`src/rtl/hazard_pkg.sv`:
```
// Shared types for the hazard controller: scoreboard entry layout, the
// regfile forward-select code and the forward-select width helper.
package hazard_pkg;

    // Scoreboard addresses are stored zero-extended to this width; ADDR_W must not exceed it.
    localparam int SB_ADDR_W   = 16;
    localparam int FWD_REGFILE = 0;

    typedef struct packed {
        logic                 valid;
        logic                 is_load;
        logic [SB_ADDR_W-1:0] addr;
    } sb_entry_t;

    function automatic int fwd_sel_w(input int depth);
        return $clog2(depth + 1);
    endfunction

endpackage

```
`src/rtl/hazard_ctrl_if.sv`:
```
// Decode-side bundle of the hazard controller: ID-stage operands and
// destination, regfile and stage results in, forwarded operands/stall out.
interface hazard_ctrl_if
    import hazard_pkg::*;
#(
    parameter int DATA_W = 32,
    parameter int ADDR_W = 5,
    parameter int DEPTH  = 3,
    parameter int CNT_W  = 16
);
    localparam int SEL_W = fwd_sel_w(DEPTH);

    logic                    id_valid;
    logic                    id_flush;
    logic [ADDR_W-1:0]       id_ra_addr;
    logic [ADDR_W-1:0]       id_rb_addr;
    logic [ADDR_W-1:0]       id_rt_addr;
    logic                    id_use_ra;
    logic                    id_use_rb;
    logic                    id_use_rt;
    logic                    id_do_reg_write;
    logic [ADDR_W-1:0]       id_write_reg_addr;
    logic                    id_is_load;
    logic [DATA_W-1:0]       reg_ra_data;
    logic [DATA_W-1:0]       reg_rb_data;
    logic [DATA_W-1:0]       reg_rt_data;
    logic [DEPTH*DATA_W-1:0] stage_data;

    logic [DATA_W-1:0]       f_reg_ra_data;
    logic [DATA_W-1:0]       f_reg_rb_data;
    logic [DATA_W-1:0]       f_reg_rt_data;
    logic [SEL_W-1:0]        fwd_sel_ra;
    logic [SEL_W-1:0]        fwd_sel_rb;
    logic [SEL_W-1:0]        fwd_sel_rt;
    logic                    stall;
    logic [CNT_W-1:0]        stall_count;
    logic [CNT_W-1:0]        flush_count;

    modport master (
        output id_valid, id_flush, id_ra_addr, id_rb_addr, id_rt_addr,
               id_use_ra, id_use_rb, id_use_rt, id_do_reg_write,
               id_write_reg_addr, id_is_load, reg_ra_data, reg_rb_data,
               reg_rt_data, stage_data,
        input  f_reg_ra_data, f_reg_rb_data, f_reg_rt_data,
               fwd_sel_ra, fwd_sel_rb, fwd_sel_rt, stall,
               stall_count, flush_count
    );

    modport slave (
        input  id_valid, id_flush, id_ra_addr, id_rb_addr, id_rt_addr,
               id_use_ra, id_use_rb, id_use_rt, id_do_reg_write,
               id_write_reg_addr, id_is_load, reg_ra_data, reg_rb_data,
               reg_rt_data, stage_data,
        output f_reg_ra_data, f_reg_rb_data, f_reg_rt_data,
               fwd_sel_ra, fwd_sel_rb, fwd_sel_rt, stall,
               stall_count, flush_count
    );

endinterface

```
`src/rtl/hazard_fwd_mux.sv`:
```
// Per-operand forward select: youngest valid scoreboard match wins; a match
// whose data is not yet available reports not_ready and falls back to the regfile.
module hazard_fwd_mux
    import hazard_pkg::*;
#(
    parameter int DATA_W     = 32,
    parameter int ADDR_W     = 5,
    parameter int DEPTH      = 3,
    parameter int LOAD_STAGE = 1,
    parameter int SEL_W      = 2
) (
    input  sb_entry_t               sb_i [DEPTH],
    input  logic                    use_i,
    input  logic [ADDR_W-1:0]       addr_i,
    input  logic [DATA_W-1:0]       reg_data_i,
    input  logic [DEPTH*DATA_W-1:0] stage_data_i,
    output logic [SEL_W-1:0]        sel_o,
    output logic [DATA_W-1:0]       data_o,
    output logic                    not_ready_o
);

    logic [SB_ADDR_W-1:0] addr_ext;
    logic [DEPTH-1:0]     match;
    logic [DEPTH-1:0]     ready;
    logic [DATA_W-1:0]    stage_arr [DEPTH];
    logic                 found;

    assign addr_ext = SB_ADDR_W'(addr_i);

    for (genvar gi = 0; gi < DEPTH; gi++) begin : g_entry
        localparam bit LATE = (gi >= LOAD_STAGE);
        assign match[gi]     = use_i && sb_i[gi].valid && (sb_i[gi].addr == addr_ext);
        assign ready[gi]     = !sb_i[gi].is_load || LATE;
        assign stage_arr[gi] = stage_data_i[gi*DATA_W +: DATA_W];
    end

    always_comb begin
        sel_o       = SEL_W'(FWD_REGFILE);
        data_o      = reg_data_i;
        not_ready_o = 1'b0;
        found       = 1'b0;
        for (int k = 0; k < DEPTH; k++) begin
            if (!found && match[k]) begin
                found = 1'b1;
                if (ready[k]) begin
                    sel_o  = SEL_W'(k + 1);
                    data_o = stage_arr[k];
                end else begin
                    not_ready_o = 1'b1;
                end
            end
        end
    end

endmodule

```
`src/rtl/hazard_ctrl.sv`:
```
// Scoreboard hazard controller: tracks in-flight writers behind decode, picks
// forward sources for ra/rb/rt and stalls decode on load-use hazards.
// Optional perf counters are built when HAZARD_PERF_EN is defined.
module hazard_ctrl
    import hazard_pkg::*;
#(
    parameter int DATA_W     = 32,
    parameter int ADDR_W     = 5,
    parameter int DEPTH      = 3,
    parameter int LOAD_STAGE = 1,
    parameter int CNT_W      = 16
) (
    input  logic         clock,
    input  logic         reset,
    hazard_ctrl_if.slave bus
);

    localparam int SEL_W   = fwd_sel_w(DEPTH);
    localparam int NUM_SRC = 3;

    sb_entry_t          sb_q [DEPTH];
    sb_entry_t          sb_d [DEPTH];
    logic [ADDR_W-1:0]  src_addr      [NUM_SRC];
    logic               src_use       [NUM_SRC];
    logic [DATA_W-1:0]  src_reg_data  [NUM_SRC];
    logic [DATA_W-1:0]  src_fwd_data  [NUM_SRC];
    logic [SEL_W-1:0]   src_sel       [NUM_SRC];
    logic [NUM_SRC-1:0] src_not_ready;
    logic               stall_w;
    logic               issue_w;

    assign src_addr[0]     = bus.id_ra_addr;
    assign src_addr[1]     = bus.id_rb_addr;
    assign src_addr[2]     = bus.id_rt_addr;
    assign src_use[0]      = bus.id_use_ra;
    assign src_use[1]      = bus.id_use_rb;
    assign src_use[2]      = bus.id_use_rt;
    assign src_reg_data[0] = bus.reg_ra_data;
    assign src_reg_data[1] = bus.reg_rb_data;
    assign src_reg_data[2] = bus.reg_rt_data;

    for (genvar gi = 0; gi < NUM_SRC; gi++) begin : g_src
        hazard_fwd_mux #(
            .DATA_W     (DATA_W),
            .ADDR_W     (ADDR_W),
            .DEPTH      (DEPTH),
            .LOAD_STAGE (LOAD_STAGE),
            .SEL_W      (SEL_W)
        ) u_mux (
            .sb_i         (sb_q),
            .use_i        (src_use[gi]),
            .addr_i       (src_addr[gi]),
            .reg_data_i   (src_reg_data[gi]),
            .stage_data_i (bus.stage_data),
            .sel_o        (src_sel[gi]),
            .data_o       (src_fwd_data[gi]),
            .not_ready_o  (src_not_ready[gi])
        );
    end

    assign bus.fwd_sel_ra    = src_sel[0];
    assign bus.fwd_sel_rb    = src_sel[1];
    assign bus.fwd_sel_rt    = src_sel[2];
    assign bus.f_reg_ra_data = src_fwd_data[0];
    assign bus.f_reg_rb_data = src_fwd_data[1];
    assign bus.f_reg_rt_data = src_fwd_data[2];

    // A flushed or empty decode slot must never hold the front end.
    assign stall_w   = bus.id_valid && !bus.id_flush && (|src_not_ready);
    assign issue_w   = bus.id_valid && bus.id_do_reg_write && !stall_w && !bus.id_flush;
    assign bus.stall = stall_w;

    always_comb begin
        for (int k = DEPTH - 1; k > 0; k--) begin
            sb_d[k] = sb_q[k-1];
        end
        sb_d[0] = '0;
        if (issue_w) begin
            sb_d[0].valid   = 1'b1;
            sb_d[0].is_load = bus.id_is_load;
            sb_d[0].addr    = SB_ADDR_W'(bus.id_write_reg_addr);
        end
    end

    always_ff @(posedge clock or posedge reset) begin
        if (reset) begin
            for (int k = 0; k < DEPTH; k++) begin
                sb_q[k] <= '0;
            end
        end else begin
            sb_q <= sb_d;
        end
    end

`ifdef HAZARD_PERF_EN
    logic [CNT_W-1:0] stall_cnt_q, stall_cnt_d;
    logic [CNT_W-1:0] flush_cnt_q, flush_cnt_d;

    always_comb begin
        stall_cnt_d = stall_cnt_q;
        flush_cnt_d = flush_cnt_q;
        if (stall_w && (stall_cnt_q != '1)) begin
            stall_cnt_d = stall_cnt_q + 1'b1;
        end
        if (bus.id_flush && bus.id_valid && (flush_cnt_q != '1)) begin
            flush_cnt_d = flush_cnt_q + 1'b1;
        end
    end

    always_ff @(posedge clock or posedge reset) begin
        if (reset) begin
            stall_cnt_q <= '0;
            flush_cnt_q <= '0;
        end else begin
            stall_cnt_q <= stall_cnt_d;
            flush_cnt_q <= flush_cnt_d;
        end
    end

    assign bus.stall_count = stall_cnt_q;
    assign bus.flush_count = flush_cnt_q;
`else
    assign bus.stall_count = '0;
    assign bus.flush_count = '0;
`endif

endmodule
```
`src/flat_wrapper.sv`:
```
// flat-port wrapper written by rule: the top's interface ports become plain ports
module hazard_ctrl_flat import hazard_pkg::*;
#(
    parameter int DATA_W     = 32,
    parameter int ADDR_W     = 5,
    parameter int DEPTH      = 3,
    parameter int LOAD_STAGE = 1,
    parameter int CNT_W      = 16
)
  (clock, reset, bus_id_valid, bus_id_flush, bus_id_ra_addr, bus_id_rb_addr, bus_id_rt_addr, bus_id_use_ra, bus_id_use_rb, bus_id_use_rt, bus_id_do_reg_write, bus_id_write_reg_addr, bus_id_is_load, bus_reg_ra_data, bus_reg_rb_data, bus_reg_rt_data, bus_stage_data, bus_f_reg_ra_data, bus_f_reg_rb_data, bus_f_reg_rt_data, bus_fwd_sel_ra, bus_fwd_sel_rb, bus_fwd_sel_rt, bus_stall, bus_stall_count, bus_flush_count);
  hazard_ctrl_if #(.DATA_W(DATA_W), .ADDR_W(ADDR_W), .DEPTH(DEPTH), .CNT_W(CNT_W)) bus_i ();
  input  logic clock;
  input  logic reset;
  input wire logic [$bits(bus_i.id_valid)-1:0] bus_id_valid;
  input wire logic [$bits(bus_i.id_flush)-1:0] bus_id_flush;
  input wire logic [$bits(bus_i.id_ra_addr)-1:0] bus_id_ra_addr;
  input wire logic [$bits(bus_i.id_rb_addr)-1:0] bus_id_rb_addr;
  input wire logic [$bits(bus_i.id_rt_addr)-1:0] bus_id_rt_addr;
  input wire logic [$bits(bus_i.id_use_ra)-1:0] bus_id_use_ra;
  input wire logic [$bits(bus_i.id_use_rb)-1:0] bus_id_use_rb;
  input wire logic [$bits(bus_i.id_use_rt)-1:0] bus_id_use_rt;
  input wire logic [$bits(bus_i.id_do_reg_write)-1:0] bus_id_do_reg_write;
  input wire logic [$bits(bus_i.id_write_reg_addr)-1:0] bus_id_write_reg_addr;
  input wire logic [$bits(bus_i.id_is_load)-1:0] bus_id_is_load;
  input wire logic [$bits(bus_i.reg_ra_data)-1:0] bus_reg_ra_data;
  input wire logic [$bits(bus_i.reg_rb_data)-1:0] bus_reg_rb_data;
  input wire logic [$bits(bus_i.reg_rt_data)-1:0] bus_reg_rt_data;
  input wire logic [$bits(bus_i.stage_data)-1:0] bus_stage_data;
  output wire logic [$bits(bus_i.f_reg_ra_data)-1:0] bus_f_reg_ra_data;
  output wire logic [$bits(bus_i.f_reg_rb_data)-1:0] bus_f_reg_rb_data;
  output wire logic [$bits(bus_i.f_reg_rt_data)-1:0] bus_f_reg_rt_data;
  output wire logic [$bits(bus_i.fwd_sel_ra)-1:0] bus_fwd_sel_ra;
  output wire logic [$bits(bus_i.fwd_sel_rb)-1:0] bus_fwd_sel_rb;
  output wire logic [$bits(bus_i.fwd_sel_rt)-1:0] bus_fwd_sel_rt;
  output wire logic [$bits(bus_i.stall)-1:0] bus_stall;
  output wire logic [$bits(bus_i.stall_count)-1:0] bus_stall_count;
  output wire logic [$bits(bus_i.flush_count)-1:0] bus_flush_count;
  assign bus_i.id_valid = bus_id_valid;
  assign bus_i.id_flush = bus_id_flush;
  assign bus_i.id_ra_addr = bus_id_ra_addr;
  assign bus_i.id_rb_addr = bus_id_rb_addr;
  assign bus_i.id_rt_addr = bus_id_rt_addr;
  assign bus_i.id_use_ra = bus_id_use_ra;
  assign bus_i.id_use_rb = bus_id_use_rb;
  assign bus_i.id_use_rt = bus_id_use_rt;
  assign bus_i.id_do_reg_write = bus_id_do_reg_write;
  assign bus_i.id_write_reg_addr = bus_id_write_reg_addr;
  assign bus_i.id_is_load = bus_id_is_load;
  assign bus_i.reg_ra_data = bus_reg_ra_data;
  assign bus_i.reg_rb_data = bus_reg_rb_data;
  assign bus_i.reg_rt_data = bus_reg_rt_data;
  assign bus_i.stage_data = bus_stage_data;
  assign bus_f_reg_ra_data = bus_i.f_reg_ra_data;
  assign bus_f_reg_rb_data = bus_i.f_reg_rb_data;
  assign bus_f_reg_rt_data = bus_i.f_reg_rt_data;
  assign bus_fwd_sel_ra = bus_i.fwd_sel_ra;
  assign bus_fwd_sel_rb = bus_i.fwd_sel_rb;
  assign bus_fwd_sel_rt = bus_i.fwd_sel_rt;
  assign bus_stall = bus_i.stall;
  assign bus_stall_count = bus_i.stall_count;
  assign bus_flush_count = bus_i.flush_count;
  hazard_ctrl #(.DATA_W(DATA_W), .ADDR_W(ADDR_W), .DEPTH(DEPTH), .LOAD_STAGE(LOAD_STAGE), .CNT_W(CNT_W)) u_core (.clock(clock), .reset(reset), .bus(bus_i));
endmodule
```
`config.mk`:
```
export PLATFORM = sky130hd
export DESIGN_NAME = hazard_ctrl_flat
export DESIGN_NICKNAME = d
export VERILOG_FILES = /design/src/rtl/hazard_pkg.sv /design/src/rtl/hazard_ctrl_if.sv /design/src/rtl/hazard_fwd_mux.sv /design/src/rtl/hazard_ctrl.sv /design/src/flat_wrapper.sv
export SDC_FILE = /design/constraint.sdc
export NUM_CORES = 1
export LEC_CHECK = 0
export CAP_MARGIN = 10
export CORE_MARGIN = 2
export CORE_UTILIZATION = 38
export DETAILED_ROUTE_END_ITERATION = 10
export HOLD_SLACK_MARGIN = 0.03
export PLACE_DENSITY = 0.8
export SLEW_MARGIN = 30
export SYNTH_ARGS = -nofsm -noshare
export SYNTH_HDL_FRONTEND = slang
export SYNTH_HIERARCHICAL = 1
export SYNTH_SLANG_ARGS = --single-unit
```
`constraint.sdc`:
```
create_clock -name clock -period 1.96 [get_ports clock]
set_input_delay 0.196 -clock clock [delete_from_list [all_inputs] [get_ports clock]]
set_output_delay 0.196 -clock clock [all_outputs]
set_load 0.01 [all_outputs]
```
==> flow_metrics.tcl, run 1 <==
set metrics [dict create \
    status "complete, but fails checks" \
    violations "negative setup slack" \
    worstPathRequired_ns 1.76 \
    min_period_over_period 1.51 \
    fin_ws_ns -0.992 \
    rows 49 \
    gp_congestion 0.899 \
    antenna_found_initial 0 \
    avgSynthCellArea_um2 7.02 \
    cts_hold_buf 0 \
    drt-initial-drc-count 799 \
    port_buffers 323 \
    first_global_vias 9012 \
    nets 1696 \
    p_int_mw 1.36 \
    vias 9584 \
    grt_pass1_wl_mm 50.3 \
    stdcell_area_um2 12900 \
    synth_cells 975 \
    startpoint_type "register" \
    clkTransAtPathRegs_ns 0.05 \
    layout-drive-gt1-share 0.440 \
    p_total_mw 2.07 \
    postPlaceCellArea_um2 11400 \
    overflow 0 \
    antenna_left 0 \
    hp-class "primary input to async pin" \
    track_usage 0.327 \
    cpLargestDelayFamily "simple AND/OR/NAND/NOR gates" \
    coreArea_um2 17800 \
    grt_setup_unrepaired "true" \
    antenna_cells 0 \
    power_frac_clock 0.201 \
    holdWs_ns 0.270 \
    end_kind "primary output" \
    fill_cells 1328 \
    final_util 0.724 \
    slew_viol_final 0 \
    die-area_um2 19100 \
    cpPeakStageDelay_ns 0.58 \
    path_max_fanout 5 \
    finClkSkew_ns 0.00266 \
    hold_violations 0 \
    drv_cap 0 \
    viasPerCell 5.63 \
    power.switching_uw 711 \
    fmax_mhz 339 \
    rrSetupSlack_ns -0.32 \
    dp_hpwl_mm 23.4 \
    wl_per_cell_um 21.4 \
    reg2reg_from "u_core/sb_d[20]" \
    seq_power_share 0.206 \
    ys.warnings.count 6 \
    crit_path_top_delay_cell "or4_4" \
    sw_frac_of_total 0.344 \
    path_buf_inv 4 \
    insertion_delay_ns 0.25 \
    cts-htree-levels 1 \
    ir_drop_mv 0.533 \
    powerDensity_nw_per_um2 160 \
    final_common_cell "clkdlybuf4s50_1" \
    netlist_area_um2 6850 \
    ctsRootBufferMaster "clkbuf_16" \
    drc 0 \
    path_cells "xnor2_2 > nand3_2 > or4_4 > buf_8 > buf_6 > buf_6 > mux2_4 > o21ai_2 > a21oi_2 > buf_2" \
    r2r_cells 10 \
    critPathKind "register to primary output" \
    clockBufferDepth 2 \
    cp_common_cell "buf_6" \
    grt_max_degree 51 \
    endpoint "bus_f_reg_ra_data[11]" \
    arrival_ns 2.76 \
    cts-buffers-inserted 3 \
    firstDrtPassIters 5 \
    critPathLaunch "u_core/sb_d[2]" \
    fin_cells 1703 \
    wirelength_mm 36.5 \
    cts_tree "yes" \
    start_util 0.384 \
    timing.rr.end "u_core/sb_d[20]" \
    cts.sink_count 19 \
    ios 356 \
    min_period_ns 2.95 \
    worstSetupPathDepth 10 \
    p_comb_frac 0.593 \
    layout_common_cells "203 x clkdlybuf4s50_1, 131 x conb_1, 97 x inv_1" \
    placed_cells 1601 \
    die_w_um 138 \
    finalSetupViolations 110 \
    leakagePower_nw 5.91 \
    syn2layout_area_growth_pct 88.7 \
    fp.dieH_um 138 \
]
-- worst reg2reg max path: cells and delay by family (launching register included) --
family        cells  cell delay, ns
simple gates      5            0.94
buf+inv           4            0.53
xor+xnor          1            0.30
flops             1            0.45
-- state kept, by name (all words and copies together), names as in the netlist --
register,cells
u_core/sb_d,13
u_core/sb_q,6
-- stage by stage --
step	setup TNS, ns	setup slack (ns)
final	-90.26	-0.992
after global routing	-94.43	-1.06
after CTS	-90.96	-1.10
after detailed placement	-130.95	-1.36
after global placement	-127.55	-1.29
after floorplan	-12.79	-0.148
-- power by group through the flow --
| stage | registers [mW] | logic, mW | clock network [mW] |
|---|---|---|---|
| 2_1_floorplan | 0.423 | 0.468 | 0 |
| 3_3_place_gp | 0.425 | 1.22 | 0 |
| 3_5_place_dp | 0.426 | 1.23 | 0 |
| 4_1_cts | 0.422 | 1.16 | 0.414 |
| 5_1_grt | 0.426 | 1.30 | 0.443 |
| 6_report | 0.426 | 1.23 | 0.415 |
-- how the worst min path moves through the flow --
stage | start | end | slack [ns] | cells after the start
global placement | u_core/sb_d[17] | u_core/sb_q[17] | 0.43 | 0
finish | reset | u_core/sb_q[1] | 0.27 | 2
CTS | reset | u_core/sb_d[18] | 0.28 | 2
floorplan | reset | u_core/sb_d[0] | 0.15 | 1
detailed placement | u_core/sb_d[35] | u_core/sb_d[17] | 0.46 | 0
global route | reset | u_core/sb_d[18] | 0.30 | 2
-- what timing repair did --
action | 4_1_cts | 5_1_grt
cloned | 7 | 7
gates resized for setup | 437 | 204
endpoints found under the setup margin | 110 | 110
buffers inserted | 46 | 54
pin swaps | 49 | 77
-- final cells by class --
type	instances	area (um2)	area share
Clock buffer	4	78.8	0.00610
Inverter	97	364	0.0282
Multi-Input combinational cell	861	6860	0.531
Sequential cell	19	490	0.0380
Tap cell	229	287	0.0222
Timing Repair Buffer	493	4830	0.374
-- layer usage --
layer  track usage  part of all wire
met5             0                 0
met2         0.572              0.48
met4         0.116             0.049
met3        0.0443             0.094
met1         0.413              0.38
Power figures use the tool's default switching activity.
==> run 2: changes to the inputs <==
--- a/config.mk
+++ b/config.mk
@@ -6,13 +6,12 @@
 export NUM_CORES = 1
 export LEC_CHECK = 0
 export CAP_MARGIN = 10
-export CORE_MARGIN = 2
-export CORE_UTILIZATION = 38
+export CORE_AREA = 2 2 137 139
 export DETAILED_ROUTE_END_ITERATION = 10
+export DIE_AREA = 0 0 139 141
 export HOLD_SLACK_MARGIN = 0.03
-export PLACE_DENSITY = 0.8
+export PLACE_DENSITY = 0.68
 export SLEW_MARGIN = 30
 export SYNTH_ARGS = -nofsm -noshare
 export SYNTH_HDL_FRONTEND = slang
-export SYNTH_HIERARCHICAL = 1
 export SYNTH_SLANG_ARGS = --single-unit
==> flow_metrics.tcl, run 2 <==
set metrics [dict create \
    ios 356 \
    synth_cell_types 51 \
    timing.rr.end "u_core.sb_d[19]" \
    drv_cap 0 \
    overflow 0 \
    status "complete, but fails checks" \
    clockBufferDepth 2 \
    multi_input_area_um2 4990 \
    wl_per_cell_um 24.9 \
    synth_top_area_share 0.101 \
    syn2layout_area_growth_pct 129 \
    top_usage_layer "met2" \
    r2r_cells 10 \
    sw_frac_of_total 0.352 \
    synth.top_cells.by_count "55 x a2111oi_0, 55 x a31oi_1, 55 x clkbuf_1, 44 x mux2_2" \
    reg2reg_from "u_core.sb_d[22]" \
    regArea_um2 484 \
    path_max_fanout 6 \
    fill_cells 1546 \
    fp.dieH_um 141 \
    rows 50 \
    grtUsageMet3 0.0588 \
    ys.warnings.count 0 \
    final_common_cell "clkdlybuf4s50_1" \
    fin_ws_ns -0.936 \
    power_frac_clock 0.167 \
    fmax_mhz 345 \
    p_total_mw 2.47 \
    drc 0 \
    arrival_ns 2.70 \
    layout-drive-gt1-share 0.452 \
    hold_violations 0 \
    cts_hold_buf 0 \
    worstMarginPinSlew_ns 0.659 \
    synth-seq-cells 19 \
    track_usage 0.300 \
    grt_max_degree 27 \
    die-area_um2 19600 \
    cts.sink_count 19 \
    met1_usage 0.383 \
    final_util 0.617 \
    globalRouteMet2Util 0.500 \
    avgSynthCellArea_um2 8.15 \
    synth_edf_count 0 \
    setup_tns_ns -81.68 \
    leakagePower_nw 4.34 \
    antenna_found_initial 3 \
    first_global_vias 7572 \
    synthArstFlopShare 1.00 \
    viasPerCell 5.90 \
    finalSetupViolations 110 \
    worstPathRequired_ns 1.76 \
    placed_cells 1210 \
    hp-class "primary input to async pin" \
    insertion_delay_ns 0.25 \
    relSlewSlack 0.560 \
    grt_setup_unrepaired "true" \
    cts-buffers-inserted 3 \
    start_util 0.269 \
    ir_drop_mv 0.427 \
    p_int_mw 1.60 \
    gp_congestion 0.915 \
    powerDensity_nw_per_um2 220 \
    firstDrtPassIters 5 \
    ctsRootBufferMaster "clkbuf_16" \
    port_buffers 323 \
    dp_hpwl_mm 23.1 \
    grt_pass1_wl_mm 45.9 \
    slew_viol_final 0 \
    startpoint_type "register" \
    fin_cells 1299 \
    die_w_um 139 \
    coreArea_um2 18300 \
    seq_power_share 0.171 \
    nets 1285 \
    synth-seq-area-share 0.0966 \
    drt-initial-drc-count 524 \
    critPathKind "register to primary output" \
    clkTransAtPathRegs_ns 0.05 \
    rrSetupSlack_ns -0.20 \
    endpoint "bus_f_reg_rb_data[6]" \
    end_kind "primary output" \
    power.switching_uw 871 \
    synth_top_cell_by_area "mux2_2" \
    violations "negative setup slack" \
    ys.flop_type "dfrtp_1" \
    layout_common_cells "207 x clkdlybuf4s50_1, 116 x buf_4, 106 x buf_6" \
    dp_slack_ns -1.30 \
    synth.area.top_cells "mux2_2 10%, a2111oi_0 9.8%, dfrtp_1 9.7%, a221o_1 8.3%, a22o_1 7.3%" \
    min_period_over_period 1.48 \
    vias 7662 \
    finClkSkew_ns 0.00217 \
    largest_reg_flops 13 \
    min_period_ns 2.90 \
    wirelength_mm 32.3 \
    netlist_area_um2 4920 \
    critPathLaunch "u_core.sb_d[22]" \
    antenna_left 0 \
    cts_tree "yes" \
    cts-htree-levels 1 \
    p_comb_frac 0.662 \
    synth_cells 604 \
]
run 2: metal layers:
metal / part of all wire / wire, um
met4: 0.044 / 1430
met1: 0.39 / 12700
met3: 0.084 / 2720
met2: 0.48 / 15500
met5: 0.00031 / 10
run 2: worst min-delay path by stage:
stage               startpoint         endpoint  slack, ns  cells past startpoint
2_1_floorplan            reset   u_core.sb_d[0]       0.15                      1
3_3_place_gp   u_core.sb_d[17]  u_core.sb_q[17]       0.47                      0
3_5_place_dp    u_core.sb_d[3]   u_core.sb_q[3]       0.47                      0
4_1_cts                  reset   u_core.sb_q[0]       0.38                      2
5_1_grt                  reset  u_core.sb_d[21]       0.43                      2
6_report                 reset  u_core.sb_d[20]       0.34                      2
run 2: what timing repair did:
action / CTS / global route
buffers inserted: 59 / 22
setup endpoints to repair: 110 / 110
pin swaps: 30 / 37
resized for setup: 569 / 155
gates cloned: 8 / 5
hold endpoints to repair: 0 / 0
run 2: cell families after synthesis:
group / after synthesis / share of synthesized area
muxes: 55 / 0.126
xor gates and xnor gates: 43 / 0.0766
AOI/OAI and AO/OA: 258 / 0.420
buffers and inverters: 112 / 0.129
other: 1 / 0.000762
DFF: 19 / 0.0966
and+or+nand+nor: 116 / 0.151
run 2: metrics by stage:
| step | instance area (um2) | hold slack [ns] |
|---|---|---|
| 2_1_floorplan | 5280 | 0.147 |
| 3_3_place_gp | 9380 | 0.466 |
| 5_1_grt | 11300 | 0.434 |
| 6_report | 11300 | 0.342 |
| 4_1_cts | 10700 | 0.378 |
| 3_5_place_dp | 9410 | 0.475 |
run 2: power by group through the flow:
stage / registers, mW / logic, mW / clock network [mW]
after floorplan: 0.422 / 0.533 / 0
after global placement: 0.426 / 1.47 / 0
after detailed placement: 0.427 / 1.48 / 0
after CTS: 0.420 / 1.54 / 0.422
after global routing: 0.423 / 1.72 / 0.455
final: 0.423 / 1.64 / 0.414
run 2: worst max-delay path, cell delays in order (launching register included):
cell and delay, ns:
dfrtp_1 0.42, buf_6 0.15, xor2_4 0.15, or4_4 0.17, buf_6 0.11, nor2_8 0.04
buf_6 0.13, nor3b_4 0.54, clkbuf_16 0.30, mux2_4 0.33, buf_6 0.13
run 2: area by class of cell:
cell class / count / share of cell area
Antenna cell: 2 / 0.000444
Clock buffer: 3 / 0.00666
Clock inverter: 1 / 0.000444
Inverter: 2 / 0.000666
Multi-Input combinational cell: 504 / 0.443
Sequential cell: 19 / 0.0430
Tap cell: 234 / 0.0260
Timing Repair Buffer: 534 / 0.480
